==> config.mk <==
export PLATFORM = sky130hd
export DESIGN_NAME = cache_arbiter
export DESIGN_NICKNAME = d
export VERILOG_FILES = /design/src/rtl/cache_arbiter.sv
export SDC_FILE = /design/constraint.sdc
export NUM_CORES = 1
export LEC_CHECK = 0
export CORE_AREA = 10 10 274 276
export CTS_CLUSTER_DIAMETER = 120
export CTS_CLUSTER_SIZE = 10
export DETAILED_ROUTE_END_ITERATION = 12
export DIE_AREA = 0 0 284 286
export MAX_ROUTING_LAYER = met4
export PLACE_DENSITY = 0.44
export REMOVE_ABC_BUFFERS = 1
export SYNTH_ARGS = -nofsm -noshare
export SYNTH_HDL_FRONTEND = slang
export SYNTH_SLANG_ARGS = --single-unit
==> constraint.sdc <==
create_clock -name clk -period 2.2 [get_ports clk]
set_input_delay 0.33 -clock clk [delete_from_list [all_inputs] [get_ports clk]]
set_output_delay 0.33 -clock clk [all_outputs]
set_load 0.02 [all_outputs]
==> src/rtl/cache_arbiter.sv <==
// cache_arbiter: shares one line-wide memory port between an I-cache and a
// D-cache. Grants are taken in IDLE, ties alternate between the two sides,
// and every transaction is followed by one RECOVER cycle with both strobes low.
module cache_arbiter #(
  parameter int ADDR_W = 16,
  parameter int LINE_W = 128,
  parameter int CNT_W  = 16
) (
  input  logic              clk,
  input  logic              reset_n,

  input  logic              i_read,
  input  logic [ADDR_W-1:0] i_addr,
  output logic [LINE_W-1:0] i_rdata,
  output logic              i_resp,

  input  logic              d_read,
  input  logic              d_write,
  input  logic [ADDR_W-1:0] d_addr,
  input  logic [LINE_W-1:0] d_wdata,
  output logic [LINE_W-1:0] d_rdata,
  output logic              d_resp,

  output logic              pmem_read,
  output logic              pmem_write,
  output logic [ADDR_W-1:0] pmem_addr,
  output logic [LINE_W-1:0] pmem_wdata,
  input  logic [LINE_W-1:0] pmem_rdata,
  input  logic              pmem_resp,

  output logic [CNT_W-1:0]  i_grant_cnt,
  output logic [CNT_W-1:0]  d_grant_cnt
);

  typedef enum logic [1:0] {
    IDLE    = 2'd0,
    SERVE_I = 2'd1,
    SERVE_D = 2'd2,
    RECOVER = 2'd3
  } state_t;

  // Low address bits that select a byte within a 16-byte line.
  localparam logic [ADDR_W-1:0] LINE_MASK = ADDR_W'(4'hF);

  state_t            state, state_next;
  logic              last_d, last_d_next;      // 1: D was granted last, 0: I
  logic              op_write, op_write_next;  // latched D operation
  logic [ADDR_W-1:0] addr_q, addr_next;
  logic [LINE_W-1:0] wdata_q, wdata_next;
  logic [CNT_W-1:0]  i_cnt_q, d_cnt_q;

  logic i_pend, d_pend, grant_i, grant_d;

  assign i_pend  = i_read;
  assign d_pend  = d_read | d_write;
  // On a tie D wins unless D was the side granted last time.
  assign grant_d = d_pend & (~i_pend | ~last_d);
  assign grant_i = i_pend & ~grant_d;

  // State, grant history and latched transaction registers.
  always_ff @(posedge clk or negedge reset_n) begin
    if (!reset_n) begin
      state    <= IDLE;
      last_d   <= 1'b0;
      op_write <= 1'b0;
      addr_q   <= '0;
      wdata_q  <= '0;
    end else begin
      // NOTE: registers take non-blocking assignments so every flop samples
      // pre-edge values regardless of statement order.
      state    <= state_next;
      last_d   <= last_d_next;
      op_write <= op_write_next;
      addr_q   <= addr_next;
      wdata_q  <= wdata_next;
    end
  end

  // Next-state logic: arbitrate in IDLE, wait for pmem_resp, then recover.
  always_comb begin
    // NOTE: every output of this block gets a default first, so no path can
    // leave a value unassigned and infer a latch.
    state_next    = state;
    last_d_next   = last_d;
    op_write_next = op_write;
    addr_next     = addr_q;
    wdata_next    = wdata_q;

    unique case (state)
      IDLE: begin
        if (grant_d) begin
          state_next    = SERVE_D;
          last_d_next   = 1'b1;
          addr_next     = d_addr & ~LINE_MASK;
          op_write_next = d_write;  // write wins over a simultaneous read
          if (d_write) begin
            wdata_next = d_wdata;
          end
        end else if (grant_i) begin
          state_next    = SERVE_I;
          last_d_next   = 1'b0;
          addr_next     = i_addr & ~LINE_MASK;
          op_write_next = 1'b0;
        end
      end
      SERVE_I, SERVE_D: begin
        if (pmem_resp) begin
          state_next = RECOVER;
        end
      end
      RECOVER: begin
        state_next = IDLE;
      end
      default: begin
        state_next = IDLE;
      end
    endcase
  end

  // Saturating per-side completion counters.
  always_ff @(posedge clk or negedge reset_n) begin
    if (!reset_n) begin
      i_cnt_q <= '0;
      d_cnt_q <= '0;
    end else begin
      if (i_resp && (i_cnt_q != '1)) begin
        i_cnt_q <= i_cnt_q + 1'b1;
      end
      if (d_resp && (d_cnt_q != '1)) begin
        d_cnt_q <= d_cnt_q + 1'b1;
      end
    end
  end

  // Strobes follow the state directly, so reset drops them immediately.
  assign pmem_read   = (state == SERVE_I) | ((state == SERVE_D) & ~op_write);
  assign pmem_write  = (state == SERVE_D) & op_write;
  assign pmem_addr   = addr_q;
  assign pmem_wdata  = wdata_q;

  assign i_resp      = pmem_resp & (state == SERVE_I);
  assign d_resp      = pmem_resp & (state == SERVE_D);
  assign i_rdata     = pmem_rdata;
  assign d_rdata     = pmem_rdata;

  assign i_grant_cnt = i_cnt_q;
  assign d_grant_cnt = d_cnt_q;

endmodule

======== Word level (Yosys, flattened, before mapping) ========
Index checks and enable logic that the tools add are counted.
operators by class
  equal/unequal tests ..................... 7
  add/sub/neg operators ................... 2
  bitwise gates (word level) .............. 13
  multiplexer cells ....................... 9
  reduce and logical (&&, ||, !) cells .... 8
operators by type and width
  cell                                                 count
  adder 16 x 1 -> 16 bit, second input constant        2
  two-way mux 16 bit                                   2
  != test 16 bit, second input constant                2
  AND 1 bit                                            6
  two-way mux 2 bit                                    3
  case mux 2 bit (3 select lines)                      1
  equality test 2 bit, second input constant           2
  inverter 1 bit                                       4
  AND reduction 2 bit                                  2
  two-way mux 1 bit                                    3
  != test 3 bit, second input constant                 1
  OR 1 bit                                             3
  AND reduction 3 bit                                  1
  equality test 2 x 1 -> 1 bit, second input constant  1
  logical AND 1 bit                                    2
  logical NOT 2 bit                                    1
  != test 2 bit, second input constant                 1
  nonzero test 2 bit                                   1
  OR reduction 2 bit                                   1
storage, ports and cells
  flip-flop bits (word level) ............. 180
  input port bits ......................... 294
  logic and storage cells ................. 46

======== Longest topological paths before layout ========
  word-level depth ........................ 8
  mapped depth ............................ 7
  depth with buffers taken out ............ 6

======== Worst setup path after synthesis ========
No wires, ideal clock.
  kind .................................... reg-to-reg
  start ................................... register d_cnt_q[1], in the netlist d_grant_cnt[1]
  end ..................................... register d_cnt_q[1], in the netlist d_grant_cnt[1]
  path slack .............................. 245 ps
  arrival ................................. 1830 ps
  library setup time ...................... 125 ps
  stages on the path, launching flop included .. 7
  path buffers ............................ 1
  clock period less this slack ............ 1955 ps
  cells stage by stage .................... dfrtp_1 > ha_1 > nand3_1 > or3_1 > buf_2 > o21a_4 > mux2_4
on the way
  longest elaborated chain between the ends .. 2
  elaborated cells on any way between the ends .. 3
  those cells by class .................... 1 x add/sub; 1 x eq/ne; 1 x reduce/logical
ends and longest elaborated chain
  item                                                                            RTL line  RTL
  start: declaration                                                              50        logic [CNT_W-1:0] i_cnt_q, d_cnt_q;
  start signal: assignment                                                        130       d_cnt_q <= d_cnt_q + 1'b1;
  parallel branches: the longest is 2 deep, another holds adder 16 x 1 -> 16 bit  --
Several ways; the timed one is not identified.
A chain may end at the register's enable or synchronous reset.

======== Final worst setup path ========
  start ................................... register state[0]
  end ..................................... output pmem_write
on the way
  longest elaborated chain between the ends .. 2
ends and longest elaborated chain
  item                      RTL line  RTL
  start: declaration        45        state_t state, state_next;
  start signal: assignment  71        state <= state_next;
  equality test 2 bit       137       assign pmem_write = (state == SERVE_D) & op_write;
  AND 1 bit                 137
  end: declaration          25        output logic pmem_write,
Every way passes these cells.

==> metrics.txt <==
H-tree Lvls 4; routed via count 6,716; skew final 12.4 ps; CP Class reg2out; maximum clock rate 488 MHz; FF-to-FF setup slack 270 ps; Ports 730; FF+latch area 0.00440 mm2; Die ar. 0.0812 mm2; Top delay family on crit path buffers and inverters; Worst-path clk slew 80 ps; Max FO, Critical Path 4; final hold viol count 0; Worst-Skew Late Latency 480 ps; register area share after synthesis 48.7%; Synth top cells by count buf_4 (260), dfrtp_1 (176), mux2_2 (131); Crit. path cell count 4; Die H 286 um; die width 284 um; Ys Warns 0; Critical R2R Launch state[0]; outcome complete, no violations; first-pass GRT wire length 106 mm; GR met2 Demand/Resource 34.2%; beginning of the critical path state[0]; CP endpoint kind output pin; drt first-iter violations 538; Worst VDD drop 0.595 mV; layout cells sized above 1 23.7%; CP endpoint pmem_write; Num CTS Buffers 17; footprint of the multi-input gates 0.00260 mm2; most common cell in the netlist buf_4; Yosys top cell by area dfrtp_1; Leak 4.95 nW; hold crit path type in2async; minimum clock period 2050 ps; grt ovf 0; Mapped Avg Cell Area 11.9 um2; critical path buffer and inverter count 2; Root Buffer clkbuf_16; drt total wl 88.6 mm; Synth cell types 41; RSZ-0062 raised after global routing false; Slew Viols, Final 0; largest net degree at the start of global routing 55; Layout area overhead 37.7%; Crit-path slowest cell dfrtp_1; router iterations before antenna repair 4; clk buf depth 2; hold slack 338 ps; Max Cap Violations 0; Routed Antenna Nets 0; r2r worst-path depth 5; Reg-to-Reg End pmem_wdata[24]; initial antenna violation count 12; Post-Synthesis Cells 759; Buffers on Ports 333; Final nets 1,170; Most Crowded Layer GR met2; Sink Count 176; Avg WL per Cell 48.4 um; Setup violations, final 0; number of global-route vias before repair 6,824; mapped cell area 0.00905 mm2; Period Utilization, post-route 93.1%; Yosys top cell area share 48.7%; M1 GR Usage 15.9%; CP cell instances inv_1, ha_2, and2_1, dlygate4sd2_1; most common flop cell mapped by yosys dfrtp_1; post-route setup TNS 0 ps; async set-reset flop share out of synthesis 100%; Worst path max stage delay 400 ps; Yosys reg bits 176; Cell Pwr Density 1400 mW/mm2; Synth area leaders dfrtp_1 (49%), buf_4 (22%), mux2_2 (16%); Vias per Instance 3.67; DRC violations left 0; DP HPWL 78.5 mm; Post-synth EDFFs 0; CORE AREA 0.0695 mm2; GRT met3 Usage 26.7%; routability-driven placement congestion ratio 0.811; Crit path required time 1870 ps; CTS tree yes; row cnt 97; critical path arrival 1720 ps; crit start category register; Initial Util 13.0%; fillers 7,608; Tot GR Track Use 21.8%
[cell type report]
cell class / instances / area share (%)
inverter: 8 / 0.241
timing repair buffer: 368 / 29.4
antenna: 5 / 0.100
clock inverter: 11 / 0.743
sequential: 176 / 35.3
tap: 940 / 9.44
clock buffer: 21 / 3.86
multi-input combinational: 299 / 20.9
[routing by layer]
| metal | vias up | routed length [um] |
|---|---|---|
| met2 | 875 | 40800 |
| met5 | - | 0 |
| li1 | 2517 | - |
| met1 | 3285 | 23800 |
| met3 | 39 | 23100 |
| met4 | 0 | 777 |
[placed cells by master (no fill, tap or decap), types with 3 or more instances in the layout]
cell type	Yosys	final
a21o_1	3	3
a21oi_1	9	9
buf_12	0	6
buf_4	260	28
clkbuf_16	0	17
clkbuf_8	0	5
clkdlybuf4s50_1	0	328
conb_1	1	4
dfrtp_1	176	176
diode_2	0	5
dlygate4sd2_1	0	3
ha_1	6	5
inv_1	8	8
inv_6	0	5
mux2_2	131	131
mux2i_1	13	13
nand2_1	23	23
nand3_1	10	10
nand4_1	11	11
nor2_1	11	11
nor3_1	10	10
nor4_1	5	5
o21ai_0	13	13
or3_1	3	3
xnor2_1	10	10
xor2_1	15	15
[flip-flops by register name, indices dropped and copies added, names as in the netlist]
register and cells:
d_grant_cnt 16, i_grant_cnt 16, last_d 1, op_write 1, pmem_addr 12, pmem_wdata 128
state 2
[cell families (layout without fill, tap and decap cells)]
| kind of cell | count (synthesis) | after routing | synth area share [%] |
|---|---|---|---|
| buf+inv | 287 | 408 | 22.9 |
| xor+xnor | 25 | 25 | 2.42 |
| other cells | 1 | 9 | 0.0414 |
| flops | 176 | 176 | 48.7 |
| mux | 145 | 145 | 17.9 |
| compound gates | 32 | 32 | 2.11 |
| fa+ha+maj | 6 | 6 | 0.829 |
| simple gates | 87 | 87 | 5.16 |
[metrics by stage]
stage          power [mW]  util [%]  instances  setup slack (ps)  instance area, um2
2_1_floorplan        9.31         -        483             -2070                7020
3_3_place_gp         14.6      17.1       1790              91.2               11900
3_5_place_dp         14.6      17.1       1790              72.0               11900
4_1_cts              18.0      17.9       1823              48.4               12500
5_1_grt              18.5      17.9       1825              21.7               12500
6_report             17.4      17.9       1828               151               12500
[repair_timing]
item                       CTS  global route
hold endpoints to repair    38             0
setup endpoints to repair    4             2
hold buffers                 1             0
cloned                       0             0
buffers inserted             0             0
gates resized for setup      6             2
[report_power, final]
part	leakage, nW	internal (mW)	switching, mW
Clock	0.285	1.60	1.54
Combinational	2.52	4.12	4.67
Sequential	2.14	4.67	0.838
Total	4.95	10.4	7.05
[how the worst min path moves through the flow]
stage	from	end	slack (ps)	depth (start not counted)
2_1_floorplan	reset_n	d_grant_cnt[0]	30	0
3_3_place_gp	reset_n	i_grant_cnt[0]	300	1
3_5_place_dp	reset_n	i_grant_cnt[0]	300	1
4_1_cts	reset_n	i_grant_cnt[0]	310	2
5_1_grt	reset_n	i_grant_cnt[0]	350	2
6_report	reset_n	i_grant_cnt[0]	340	2
Note: power is estimated with default switching activity, not from simulation.
